--- config.mk ---
export PLATFORM = sky130hd
export DESIGN_NAME = camera_stream_gen
export DESIGN_NICKNAME = d
export VERILOG_FILES = /design/src/rtl/camera_pkg.sv /design/src/rtl/camera_pattern_rom.sv /design/src/rtl/camera_stream_gen.sv
export SDC_FILE = /design/constraint.sdc
export NUM_CORES = 1
export LEC_CHECK = 0
export ABC_AREA = 1
export ABC_CLOCK_PERIOD_IN_PS = 3200
export CORE_MARGIN = 3
export CORE_UTILIZATION = 50
export DETAILED_ROUTE_END_ITERATION = 7
export PLACE_DENSITY_LB_ADDON = 0.15
export SLEW_MARGIN = 40
export SYNTH_ARGS = -nofsm -noshare
export SYNTH_HDL_FRONTEND = slang
export SYNTH_HIERARCHICAL = 1
export SYNTH_SLANG_ARGS = --single-unit
--- constraint.sdc ---
create_clock -name clk -period 3.2 [get_ports clk]
set_clock_uncertainty 0.1 [all_clocks]
set_input_delay 0.32 -clock clk [delete_from_list [all_inputs] [get_ports clk]]
set_output_delay 0.32 -clock clk [all_outputs]
set_load 0.02 [all_outputs]
--- src/rtl/camera_pkg.sv ---
// Shared types and constants for the emulated DVP camera source.
package camera_pkg;

    typedef enum logic [1:0] {
        PAT_SOLID = 2'd0,
        PAT_BARS  = 2'd1,
        PAT_RAMP  = 2'd2,
        PAT_FCNT  = 2'd3
    } pattern_t;

    typedef enum logic [2:0] {
        ST_IDLE,
        ST_VSYNC,
        ST_VBACK,
        ST_ACTIVE,
        ST_VFRONT
    } state_t;

    // Index 0 is the leftmost bar (white), index 7 the rightmost (black).
    localparam logic [7:0][15:0] BAR_RGB = {
        16'h0000, 16'h001F, 16'hF800, 16'hF81F,
        16'h07E0, 16'h07FF, 16'hFFE0, 16'hFFFF
    };

endpackage

--- src/rtl/camera_pattern_rom.sv ---
// Combinational RGB565 pixel generator for the selected test pattern.
module camera_pattern_rom
    import camera_pkg::*;
(
    input  logic [1:0]  pattern,
    input  logic [2:0]  bar,
    input  logic [7:0]  x,
    input  logic [7:0]  y,
    input  logic [7:0]  fcnt,
    output logic [15:0] pix
);

    always_comb begin
        pix = 16'h0000;
        case (pattern_t'(pattern))
            PAT_SOLID: pix = 16'hF800;
            PAT_BARS:  pix = BAR_RGB[bar];
            PAT_RAMP:  pix = {x, y};
            PAT_FCNT:  pix = {fcnt, x};
            default:   pix = 16'h0000;
        endcase
    end

endmodule

--- src/rtl/camera_stream_gen.sv ---
// OV7670-style parallel camera emulator: pclk, vsync, href and RGB565 bytes.
module camera_stream_gen
    import camera_pkg::*;
#(
    parameter int H_ACTIVE    = 640,
    parameter int H_BLANK     = 144,
    parameter int V_ACTIVE    = 480,
    parameter int VSYNC_LINES = 3,
    parameter int V_BACK      = 17,
    parameter int V_FRONT     = 10,
    parameter int BAR_W       = 80
) (
    input  logic       clk,
    input  logic       reset_n,
    input  logic       enable,
    input  logic [1:0] pattern,
    output logic       pclk,
    output logic       vsync,
    output logic       href,
    output logic [7:0] data,
    output logic       frame_start,
    output logic       busy,
    output logic [7:0] frame_cnt
);

    localparam int LINE_W  = 2 * H_ACTIVE + H_BLANK;
    localparam int Y0      = VSYNC_LINES + V_BACK;
    localparam int FRAME_L = Y0 + V_ACTIVE + V_FRONT;
    localparam int BX_W    = $clog2(LINE_W);
    localparam int LN_W    = $clog2(FRAME_L);
    localparam int BC_W    = (BAR_W > 1) ? $clog2(BAR_W) : 1;

    state_t            state, nstate;
    logic [BX_W-1:0]   byte_x, nbyte_x;
    logic [LN_W-1:0]   line, nline;
    logic [2:0]        bar_idx, nbar_idx;
    logic [BC_W-1:0]   bar_cnt, nbar_cnt;
    logic [1:0]        pat_q;
    logic              frame_end;
    logic              href_n;
    logic [15:0]       pix;

    // Everything below is evaluated for the byte that starts at the next
    // boundary, so outputs can be registered directly on that edge.
    always_comb begin
        nstate    = state;
        nbyte_x   = byte_x;
        nline     = line;
        nbar_idx  = bar_idx;
        nbar_cnt  = bar_cnt;
        frame_end = 1'b0;
        if (pclk) begin
            if (state == ST_IDLE) begin
                nbyte_x = '0;
                nline   = '0;
                if (enable) nstate = ST_VSYNC;
            end else if (byte_x == BX_W'(LINE_W - 1)) begin
                nbyte_x = '0;
                nline   = (line == LN_W'(FRAME_L - 1)) ? '0 : line + 1'b1;
                case (state)
                    ST_VSYNC:  if (line == LN_W'(VSYNC_LINES - 1)) nstate = ST_VBACK;
                    ST_VBACK:  if (line == LN_W'(Y0 - 1)) nstate = ST_ACTIVE;
                    ST_ACTIVE: if (line == LN_W'(Y0 + V_ACTIVE - 1)) nstate = ST_VFRONT;
                    ST_VFRONT: if (line == LN_W'(FRAME_L - 1)) begin
                        frame_end = 1'b1;
                        nstate    = enable ? ST_VSYNC : ST_IDLE;
                    end
                    default: ;
                endcase
            end else begin
                nbyte_x = byte_x + 1'b1;
            end
            // Bar index tracks x incrementally; it saturates at the last bar.
            if (nbyte_x == '0) begin
                nbar_idx = '0;
                nbar_cnt = '0;
            end else if (!nbyte_x[0]) begin
                if (bar_cnt == BC_W'(BAR_W - 1)) begin
                    nbar_cnt = '0;
                    if (bar_idx != 3'd7) nbar_idx = bar_idx + 1'b1;
                end else begin
                    nbar_cnt = bar_cnt + 1'b1;
                end
            end
        end
    end

    assign href_n = (nstate == ST_ACTIVE) && (nbyte_x < BX_W'(2 * H_ACTIVE));

    camera_pattern_rom u_rom (
        .pattern (pat_q),
        .bar     (nbar_idx),
        .x       (8'(nbyte_x >> 1)),
        .y       (8'(nline - LN_W'(Y0))),
        .fcnt    (frame_cnt),
        .pix     (pix)
    );

    always_ff @(posedge clk or negedge reset_n) begin
        if (!reset_n) state <= ST_IDLE;
        else          state <= nstate;
    end

    always_ff @(posedge clk or negedge reset_n) begin
        if (!reset_n) begin
            pclk        <= 1'b0;
            vsync       <= 1'b0;
            href        <= 1'b0;
            data        <= 8'h00;
            frame_start <= 1'b0;
            busy        <= 1'b0;
            frame_cnt   <= 8'h00;
            byte_x      <= '0;
            line        <= '0;
            bar_idx     <= '0;
            bar_cnt     <= '0;
            pat_q       <= '0;
        end else begin
            pclk        <= ~pclk;
            frame_start <= 1'b0;
            if (pclk) begin
                byte_x  <= nbyte_x;
                line    <= nline;
                bar_idx <= nbar_idx;
                bar_cnt <= nbar_cnt;
                vsync   <= (nstate == ST_VSYNC);
                busy    <= (nstate != ST_IDLE);
                href    <= href_n;
                data    <= href_n ? (nbyte_x[0] ? pix[7:0] : pix[15:8]) : 8'h00;
                if (frame_end) frame_cnt <= frame_cnt + 8'd1;
                if (nstate == ST_VSYNC && state != ST_VSYNC) begin
                    frame_start <= 1'b1;
                    pat_q       <= pattern;
                end
            end
        end
    end

endmodule

-- Word level (Yosys, flattened, before mapping)
Memories as Yosys holds them, arrays and structs flattened.
Index checks and enable logic that the tools add are counted.
- flip-flop bits (word level): 56
- bits in read-only memories: 128
- input bits: 5
- output and inout port bits: 21
- word-level logic and storage cells: 87
- memories: 1
- memories (memory ; depth ; bits a word ; rd ports ; clocked after Yosys merged registers in ; write ports ; line ; text):
    (no name shown) ; 8 ; 16 ; 1 ; 0 ; 0 ; camera_pattern_rom.sv:17 ; PAT_BARS: pix = BAR_RGB[bar];
- add/subtract/negate cells: 6
- order comparisons: 2
- equality and inequality tests: 18
- mux-type cells: 37
- bitwise operators: 1
- reductions and logical operators: 9
- operator list (operator ; number):
    $pmux W16 S4 ; 1
    $mux W11 ; 4
    $mux W3 ; 13
    $mux W9 ; 4
    $mux W7 ; 3
    $eq A9 B9 Y1 const B ; 2
    $mux W16 ; 1
    $mux W8 ; 2
    $pmux W3 S4 ; 1
    $add A11 B1 Y11 const B ; 1
    $eq A11 B11 Y1 const B ; 1
    $logic_not A11 Y1 ; 1
    $lt A11 B11 Y1 const B ; 1
    $add A9 B1 Y9 const B ; 1
    $eq A3 B2 Y1 const B ; 3
    $eq A9 B2 Y1 const B ; 1
    $eq A9 B5 Y1 const B ; 1
    $add A8 B1 Y8 const B ; 1
    $mux W1 ; 8
    $sub A8 B5 Y8 const B ; 1
    $add A7 B1 Y7 const B ; 1
    $eq A7 B7 Y1 const B ; 1
    $eq A3 B1 Y1 const B ; 2
    $reduce_and A2 Y1 ; 3
    13 further kinds ; 15

-- Longest topological paths before layout
Gate-level depths: netlist (run 1).
- word-level depth: 12
- gate-level depth with buffers: 20
- depth with buffers taken out: 20

-- By module
Netlist (run 1), hierarchy kept.
- by module, submodules not included (module ; instances ; cells each ; area an instance (µm²) ; sequential area each (µm²)):
    camera_stream_gen ; 1 ; 508 ; 3708.6 ; 1401.3
    camera_pattern_rom ; 1 ; 63 ; 370.4 ; 0.0

-- Worst setup path before layout (run 1)
OpenSTA, ideal clock, no wires.
- kind: register -> register
- from: register byte_x[1]
- to: register data[6]
- setup time: 118 ps
- arrival: 2151 ps
- required time: 2982 ps
- path slack: 831 ps
- cell stages (with the launch flop): 19
- path buffers: 0
- clock period less this slack: 2369 ps
- cell sequence: dfrtp_1 > ha_1 > nand2_2 > nor2_8 > nand3_4 > o21ai_2 > nor2_1 > nor2_2 > ha_1 > inv_1 > nand2_1 > nand2_1 > xor2_1 > nand3_1 > nand3_1 > nand2_1 > nand2_1 > nand3_1 > nand2_1
- word-level cells in the longest chain between the ends: 12
- elaborated cells on any way between the ends: 25
- those cells by class: add/sub (2); order compare (1); eq/ne (2); mux (17); reduce/logical (2); memory (1)
- ends and longest elaborated chain (what ; line ; text):
    from (decl) ; camera_stream_gen.sv:34 ; logic [BX_W-1:0] byte_x, nbyte_x;
    from (signal assigned) ; camera_stream_gen.sv:122 ; byte_x <= nbyte_x;
    $add A11 B1 Y11 / $eq A11 B11 Y1 (equally long branches) ; camera_stream_gen.sv:71, camera_stream_gen.sv:57 ;
    $mux W11 ; camera_stream_gen.sv:57 ; end else if (byte_x == BX_W'(LINE_W - 1)) begin
    $mux W11 ; camera_stream_gen.sv:53 ; if (state == ST_IDLE) begin
    $mux W11 ; camera_stream_gen.sv:52 ; if (pclk) begin
    $logic_not A11 Y1 / $mux W3 (equally long branches) ; camera_stream_gen.sv:74, camera_stream_gen.sv:77 ;
    $mux W3 ; camera_stream_gen.sv:74 ; if (nbyte_x == '0) begin
    $mux W3 ; camera_stream_gen.sv:52 ;
    $mem_v2 Z8 W16 ; -- ;
    $mux W16 (not written as such) ; camera_pattern_rom.sv:17 ;
    $pmux W16 S4 * ; camera_pattern_rom.sv:15 ; case (pattern_t'(pattern))
    named net pix[6] ; camera_stream_gen.sv:41 ; logic [15:0] pix;
    $mux W8 * (2 in series) ; camera_stream_gen.sv:129 ; data <= href_n ? (nbyte_x[0] ? pix[7:0] : pix[15:8]) : 8'h00;
    to (signal assigned) ; camera_stream_gen.sv:129 ;
    to (decl) ; camera_stream_gen.sv:20 ; output logic [7:0] data,
The timed path passes the listed nets; every way through them passes the cells marked *. The select of a mux whose other input is x is not followed.
A chain may end at the register's enable or synchronous reset.

-- Worst setup path in the final report (run 1)
- from: register byte_x[0]
- to: register data[0]
- word-level cells in the longest chain between the ends: 12
- elaborated cells on any way between the ends: 25
- those cells by class: add/sub (2); order compare (1); eq/ne (2); mux (17); reduce/logical (2); memory (1)
- ends and longest elaborated chain (what ; line ; text):
    $add A11 B1 Y11 / $eq A11 B11 Y1 (equally long branches) ; camera_stream_gen.sv:71, camera_stream_gen.sv:57 ;
    $mux W11 * ; camera_stream_gen.sv:57 ;
    $mux W11 * ; camera_stream_gen.sv:53 ;
    $mux W11 * ; camera_stream_gen.sv:52 ;
    $logic_not A11 Y1 / $mux W3 (equally long branches) ; camera_stream_gen.sv:74, camera_stream_gen.sv:77 ;
    $mux W3 * ; camera_stream_gen.sv:74 ;
    $mux W3 * ; camera_stream_gen.sv:52 ;
    named net nbar_idx[2] ; camera_stream_gen.sv:36 ; logic [2:0] bar_idx, nbar_idx;
    $mem_v2 Z8 W16 * ; -- ;
    $mux W16 (not written as such) * ; camera_pattern_rom.sv:17 ;
    $pmux W16 S4 * ; camera_pattern_rom.sv:15 ;
    named net pix[8] ; camera_stream_gen.sv:41 ;
    $mux W8 * (2 in series) ; camera_stream_gen.sv:129 ;
Marks and branches as above.

==> metrics.md, run 1 <==
| Metric | Value |
|---|---|
| Critical path arrival | `3.03 ns` |
| Critical path's top delay family | `simple AND/OR/NAND/NOR gates` |
| CP max stage delay | `0.48 ns` |
| Post-synthesis sequential area ratio | `34.4%` |
| Commonest cells after routing, fill and taps aside | `nand2_1 (168), nand3_1 (88), inv_1 (57)` |
| Critical path launch point type | `flip-flop` |
| Wirelength per Cell | `14.1 µm` |
| Synth async-reset ratio | `100%` |
| DRC Markers | `0` |
| Cell Chain, Critical Path | `ha_1 -> nand2_2 -> nor2_8 -> nand3_4 -> nand2_4 -> inv_4 -> nand3_2 -> nand2_2 -> nor2_2 -> nand4_4 -> nor2_4 -> nor2_1 -> inv_1 -> nand3_2 -> nand3_1 -> nand2_1 -> nand2_1 -> nand3_1 -> nand2_1` |
| Top cell type's share of synthesized area | `34.4%` |
| Iteration count of the initial detailed-routing pass | `8` |
| Clock Tree Root | `clkbuf_8` |
| RePlAce Congestion | `0.981` |
| Pleak | `2.17 nW` |
| Final Max Tran Viols | `0` |
| Drt total wl | `9810 µm` |
| Setup violators final | `0` |
| Bufs on Longest Clock Path | `2` |
| Finished Core Util | `57.3%` |
| Area contributors post-synth | `dfrtp_1 (34%), nand2_1 (15%), nand3_1 (11%)` |
| Die Area | `9280 µm²` |
| Crit path time final | `2.87 ns` |
| Area Growth Syn to Fin | `9.72%` |
| I/O Buffers | `25` |
| Worst-Margin Slew | `0.726 ns` |
| Initial Util | `52.2%` |
| Post-synth EDFFs | `0` |
| Fmax | `348 MHz` |
| Final Cycle Share | `89.7%` |
| Dpl hpwl | `7420 µm` |
| Total grt overflow | `0` |
| Average size of a mapped cell | `7.14 µm²` |
| Maximum vdd drop | `0.000201 V` |
| Fin nets | `606` |
| Io pins | `26` |
| Cell taking the most area after synthesis | `dfrtp_1` |
| Synthesis Warnings | `6` |
| Layout cell share with drive strength beyond 1 | `11.1%` |
| Syn nets | `584` |
| CTS Buf Count | `5` |
| Worst Path Required | `3.36 ns` |
| CP max stage cell | `dfrtp_2` |
| CORE AREA | `7810 µm²` |
| Vias | `3811` |
| Setup repair bufs after CTS | `0` |
| Rel. slew slack | `51.3%` |
| Clk sink count | `56` |
| N_diodes | `0` |
| CP bufs+invs | `2` |
| Max_cap viols | `0` |
| Critical path capture point type | `flip-flop` |
| Die span in x | `96.3 µm` |
| Critical path type | `flip-flop to flip-flop` |
| Final Hold Fails | `0` |
| Initial antenna violation count | `0` |
| Largest net degree at the start of global routing | `35` |
| Hold WC Path Type | `flip-flop to flip-flop` |
| Via density | `5.48` |
| Global-route wire length before repair | `17000 µm` |
| Commonest non-fill, non-tap cell in the layout | `nand2_1` |
| Outcome | `finished, final reports clean` |
| Critical path launch point | `byte_x[0]$_DFFE_PN0P_` |
| Die Y | `96.3 µm` |
| Most common flop cell mapped by yosys | `dfrtp_1` |
| Worst-path clk slew | `0.11 ns` |
| H-tree levels | `2` |
| Distinct cells, synth | `45` |
| Gr usage total | `23.1%` |
| CTS tree | `built` |
| Max FO, Critical Path | `10` |
| Clk Latency, worst-skew pair | `0.32 ns` |
| Pwr Density | `258 nW/µm²` |
| Mapped Cells | `571` |
| RSZ-0062 raised after global routing | `no` |
| 1st-iter DRT viols | `287` |
| Antenna-violating nets left | `0` |
| Hold path start | `data[0]$_DFFE_PN0P_` |
| Synth Cell Area | `4080 µm²` |
| Number of global-route vias before repair | `3656` |
| Synth Register Bits | `56` |
| Row count | `32` |
| FF-to-FF Start | `byte_x[0]$_DFFE_PN0P_` |
| Final TNS setup | `0 ns` |
| Most common cell on crit path | `nand2_1` |
## registers in the layout, summed over array words and instances (netlist names)
register / count
bar_idx: 3
line: 9
href: 1
frame_cnt: 8
busy: 1
byte_x: 11
vsync: 1
frame_start: 1
pclk: 1
state: 3
bar_cnt: 7
data: 8
pat_q: 2
## final timing paths
| kind | end | slack [ns] | depth (start not counted) |
|---|---|---|---|
| worst max-delay path | data[0]$_DFFE_PN0P_ | 0.33 | 19 |
| worst max register to register | data[0]$_DFFE_PN0P_ | 0.33 | 19 |
| min in group asynchronous | line[0]$_DFFE_PN0P_ | 0.48 | 2 |
| worst min register to register | data[0]$_DFFE_PN0P_ | 0.39 | 2 |
| worst min-delay path | data[0]$_DFFE_PN0P_ | 0.39 | 2 |
| max in group asynchronous | byte_x[0]$_DFFE_PN0P_ | 1.67 | 3 |
## layout make-up
cell class | instances | area (µm²)
fillers | 773 | 3330
clock inverters | 3 | 27.5
well taps | 102 | 128
inverters | 66 | 253
repair buffers | 31 | 293
flip-flops and latches | 56 | 1400
multi-input cells | 433 | 2300
clock buffers | 5 | 68.8
## report_power, final
| group | total (mW) | internal, mW | switching [mW] |
|---|---|---|---|
| Sequential | 0.707 | 0.707 | 0 |
| Combinational | 0.0200 | 0.00527 | 0.0147 |
| Clock | 0.428 | 0.162 | 0.266 |
## worst reg2reg max path, delay by kind of cell (launching register included)
kind / cells / cell delay, ns
fa+ha+maj: 1 / 0.26
simple gates: 16 / 1.84
flops: 1 / 0.48
buf+inv: 2 / 0.13
## cells by family (layout without fill, tap and decap cells)
group,Yosys count,after routing,share of synthesized area [%]
AND/OR/NAND/NOR,363,363,43.3
buffers and inverters,82,105,9.20
flip-flops,56,56,34.4
AO/OA/AOI/OAI,44,44,6.75
XOR/XNOR,17,17,3.65
adder cells (fa/ha/maj),8,8,2.45
multiplexers,1,1,0.276
## per-layer routing
layer  up-vias  routed length (µm)  track usage [%]
met5         -                   0                0
met4         0                 138             6.66
met3        14                 553             3.83
met2       120                4600             37.4
met1      1773                4510             31.9
li1       1904                   -                -
## metrics by stage
step	setup slack (ns)	power [mW]	instance area, µm²	instances	hold WS (ns)
2_1_floorplan	0.831	0.721	4080	571	-0.0756
3_3_place_gp	0.346	0.742	4370	687	0.305
3_5_place_dp	0.285	0.742	4370	687	0.314
4_1_cts	0.250	1.17	4470	696	0.394
5_1_grt	0.0487	1.20	4480	696	0.426
6_report	0.330	1.16	4480	696	0.387
## synthesized netlist by cell type (4+ instances only)
library cell and n:
ha_1 8, o22ai_1 4, nand2_1 168, inv_2 6
nand3_1 88, nor2_2 6, o21ai_0 22, nor2_1 50
clkbuf_1 6, nand2_2 7, nand3_2 7, a21oi_1 4
xor2_1 14, nor3_1 5, inv_1 57, o31ai_1 4
dfrtp_1 56, nand4_1 15
## repair_timing
item | CTS | global route
gates resized for setup | 0 | 1
hold endpoints to repair | 29 | 0
endpoints found under the setup margin | 0 | 6
hold buffers | 1 | 0
(Power assumes the default switching activity.)
==> run 2, diff against run 1 <==
--- a/config.mk
+++ b/config.mk
@@ -9,6 +9,7 @@
 export ABC_CLOCK_PERIOD_IN_PS = 3200
 export CORE_MARGIN = 3
 export CORE_UTILIZATION = 50
+export CTS_CLUSTER_DIAMETER = 30
 export DETAILED_ROUTE_END_ITERATION = 7
 export PLACE_DENSITY_LB_ADDON = 0.15
 export SLEW_MARGIN = 40
==> results of run 2 <==
Final layout, timing and power as in run 1 (identical DEF).
==> run 3, diff against run 2 <==
--- a/config.mk
+++ b/config.mk
@@ -8,7 +8,7 @@
 export ABC_AREA = 1
 export ABC_CLOCK_PERIOD_IN_PS = 3200
 export CORE_MARGIN = 3
-export CORE_UTILIZATION = 50
+export CORE_UTILIZATION = 45
 export CTS_CLUSTER_DIAMETER = 30
 export DETAILED_ROUTE_END_ITERATION = 7
 export PLACE_DENSITY_LB_ADDON = 0.15
==> metrics.md, run 3 (synthesized netlist as in run 1, its figures left out) <==
| Metric | Value |
|---|---|
| Cell Chain, Critical Path | `ha_1 -> nand2_2 -> nor2_8 -> nand3_4 -> nand2_4 -> inv_4 -> nand3_2 -> nand2_2 -> nor2_2 -> nand4_4 -> nor2_4 -> nor2_1 -> inv_1 -> nand3_2 -> nand3_1 -> nand2_1 -> nand2_1 -> nand3_1 -> nand2_1` |
| Rel. slew slack | `49.2%` |
| Initial antenna violation count | `0` |
| Via density | `5.41` |
| I/O Buffers | `25` |
| Flop-to-flop setup slack | `0.36 ns` |
| Reg with most FFs | `byte_x` |
| Most common cell on crit path | `nand2_1` |
| Setup violators final | `0` |
| Worst-Margin Slew | `0.761 ns` |
| Layout cell share with drive strength beyond 1 | `11.1%` |
| Maximum vdd drop | `0.000210 V` |
| Final Hold Fails | `0` |
| Placed insts | `696` |
| CTS resizes | `0` |
| Final Max Tran Viols | `0` |
| RSZ-0062 raised after global routing | `no` |
| Critical path type | `flip-flop to flip-flop` |
| Max FO, Critical Path | `10` |
| Iteration count of the initial detailed-routing pass | `5` |
| CP max stage delay | `0.40 ns` |
| Total grt overflow | `0` |
| Drt total wl | `10000 µm` |
| CTS Buf Count | `5` |
| CP bufs+invs | `2` |
| Final TNS setup | `0 ns` |
| Critical path launch point type | `flip-flop` |
| RePlAce Congestion | `0.914` |
| Clk sink count | `56` |
| CP max stage cell | `dfrtp_1` |
| FF-to-FF Start | `byte_x[1]$_DFFE_PN0P_` |
| Worst Path Required | `3.36 ns` |
| Final non-filler cell total | `705` |
| Placed Area | `4400 µm²` |
| Largest net degree at the start of global routing | `42` |
| Hold path start | `data[5]$_DFFE_PN0P_` |
| Clk Latency, worst-skew pair | `0.31 ns` |
| H-tree levels | `2` |
| N_diodes | `0` |
| Critical path capture point type | `flip-flop` |
| CORE AREA | `8760 µm²` |
| Largest register FFs | `11` |
| Tightest hold margin | `0.394 ns` |
| Initial Util | `46.5%` |
| Hold depth | `2` |
| Antenna-violating nets left | `0` |
| Commonest non-fill, non-tap cell in the layout | `nand2_1` |
| 1st-iter DRT viols | `291` |
| Pwr Density | `267 nW/µm²` |
| Clock Tree Root | `clkbuf_8` |
| Max_cap viols | `0` |
| CTS tree | `built` |
| Die Area | `10200 µm²` |
| Crit path time final | `2.84 ns` |
| Number of global-route vias before repair | `3618` |
| Critical path's top delay family | `simple AND/OR/NAND/NOR gates` |
| Dpl hpwl | `7520 µm` |
| Final instance area | `4520 µm²` |
| Setup repair bufs after CTS | `0` |
| Reg2reg end | `data[0]$_DFFE_PN0P_` |
| Pleak | `2.20 nW` |
| Critical path arrival | `3.00 ns` |
| Top Registers | `byte_x x11, line x9` |
| Wirelength per Cell | `14.2 µm` |
| Vias | `3815` |
| Global-route wire length before repair | `17300 µm` |
| Bufs on Longest Clock Path | `2` |
| Worst reg2reg path depth | `19` |
| FILL cells | `868` |
| Worst-path clk slew | `0.11 ns` |
| Fin nets | `609` |
| Gr usage total | `20.8%` |
| DRC Markers | `0` |
| Io pins | `26` |
| Worst hold endpoint | `data[5]$_DFFE_PN0P_` |
| Row count | `34` |
| Final Cycle Share | `88.7%` |
| Fmax | `352 MHz` |
| Die Y | `101 µm` |
| Hold WC Path Type | `flip-flop to flip-flop` |
| Area Growth Syn to Fin | `10.8%` |
| Commonest cells after routing, fill and taps aside | `nand2_1 (168), nand3_1 (88), inv_1 (57)` |
| Die span in x | `101 µm` |
| Outcome | `finished, final reports clean` |
[run 3: how the worst max path moves through the flow]
stage,startpoint,end,slack [ns],depth (start not counted)
2_1_floorplan,byte_x[1]$_DFFE_PN0P_,data[6]$_DFFE_PN0P_,0.83,18
3_3_place_gp,byte_x[1]$_DFFE_PN0P_,data[0]$_DFFE_PN0P_,0.39,19
3_5_place_dp,byte_x[1]$_DFFE_PN0P_,data[0]$_DFFE_PN0P_,0.37,19
4_1_cts,byte_x[1]$_DFFE_PN0P_,data[0]$_DFFE_PN0P_,0.33,19
5_1_grt,byte_x[1]$_DFFE_PN0P_,data[1]$_DFFE_PN0P_,0.08,19
6_report,byte_x[1]$_DFFE_PN0P_,data[0]$_DFFE_PN0P_,0.36,19
[run 3: where the power goes]
part / switching, mW / total (mW) / internal [mW] / leakage, nW
clock network: 0.244 / 0.481 / 0.237 / 0.0558
logic: 0.0153 / 0.0209 / 0.00565 / 1.40
registers: 0 / 0.707 / 0.707 / 0.742
total: 0.259 / 1.21 / 0.950 / 2.20
[run 3: routing by layer]
layer | vias up | wire length, µm | GRT usage [%] | part of all wire (%)
li1 | 1904 | - | - | -
met1 | 1762 | 4640 | 29.9 | 46
met2 | 129 | 4650 | 32.6 | 46
met3 | 20 | 531 | 2.96 | 5.3
met4 | 0 | 216 | 6.54 | 2.2
met5 | - | 0 | 0 | 0
[run 3: cell type report]
cell class | instances | area [µm²] | share of cell area (%)
multi-input combinational | 433 | 2300 | 50.9
inverter | 66 | 253 | 5.59
clock buffer | 6 | 72.6 | 1.61
timing repair buffer | 34 | 318 | 7.03
tap | 108 | 135 | 2.99
sequential | 56 | 1400 | 31.0
clock inverter | 2 | 38.8 | 0.858
[run 3: timing repair]
action,in CTS,in global routing
hold endpoints to repair,40,0
endpoints found under the setup margin,0,0
hold buffers,1,0
[run 3: metrics by stage]
| stage | util, % | power, mW | setup slack (ns) |
|---|---|---|---|
| 6_report | 51.6 | 1.21 | 0.362 |
| 4_1_cts | 51.6 | 1.23 | 0.334 |
| 3_3_place_gp | 50.2 | 0.742 | 0.392 |
| 5_1_grt | 51.6 | 1.25 | 0.0839 |
| 2_1_floorplan | - | 0.721 | 0.831 |
| 3_5_place_dp | 50.2 | 0.743 | 0.367 |
[run 3: tightest hold or removal path, stage by stage (launching register included)]
cell	delay, ns
dfrtp_1	0.36
nand2_1	0.05
nand2_1	0.06
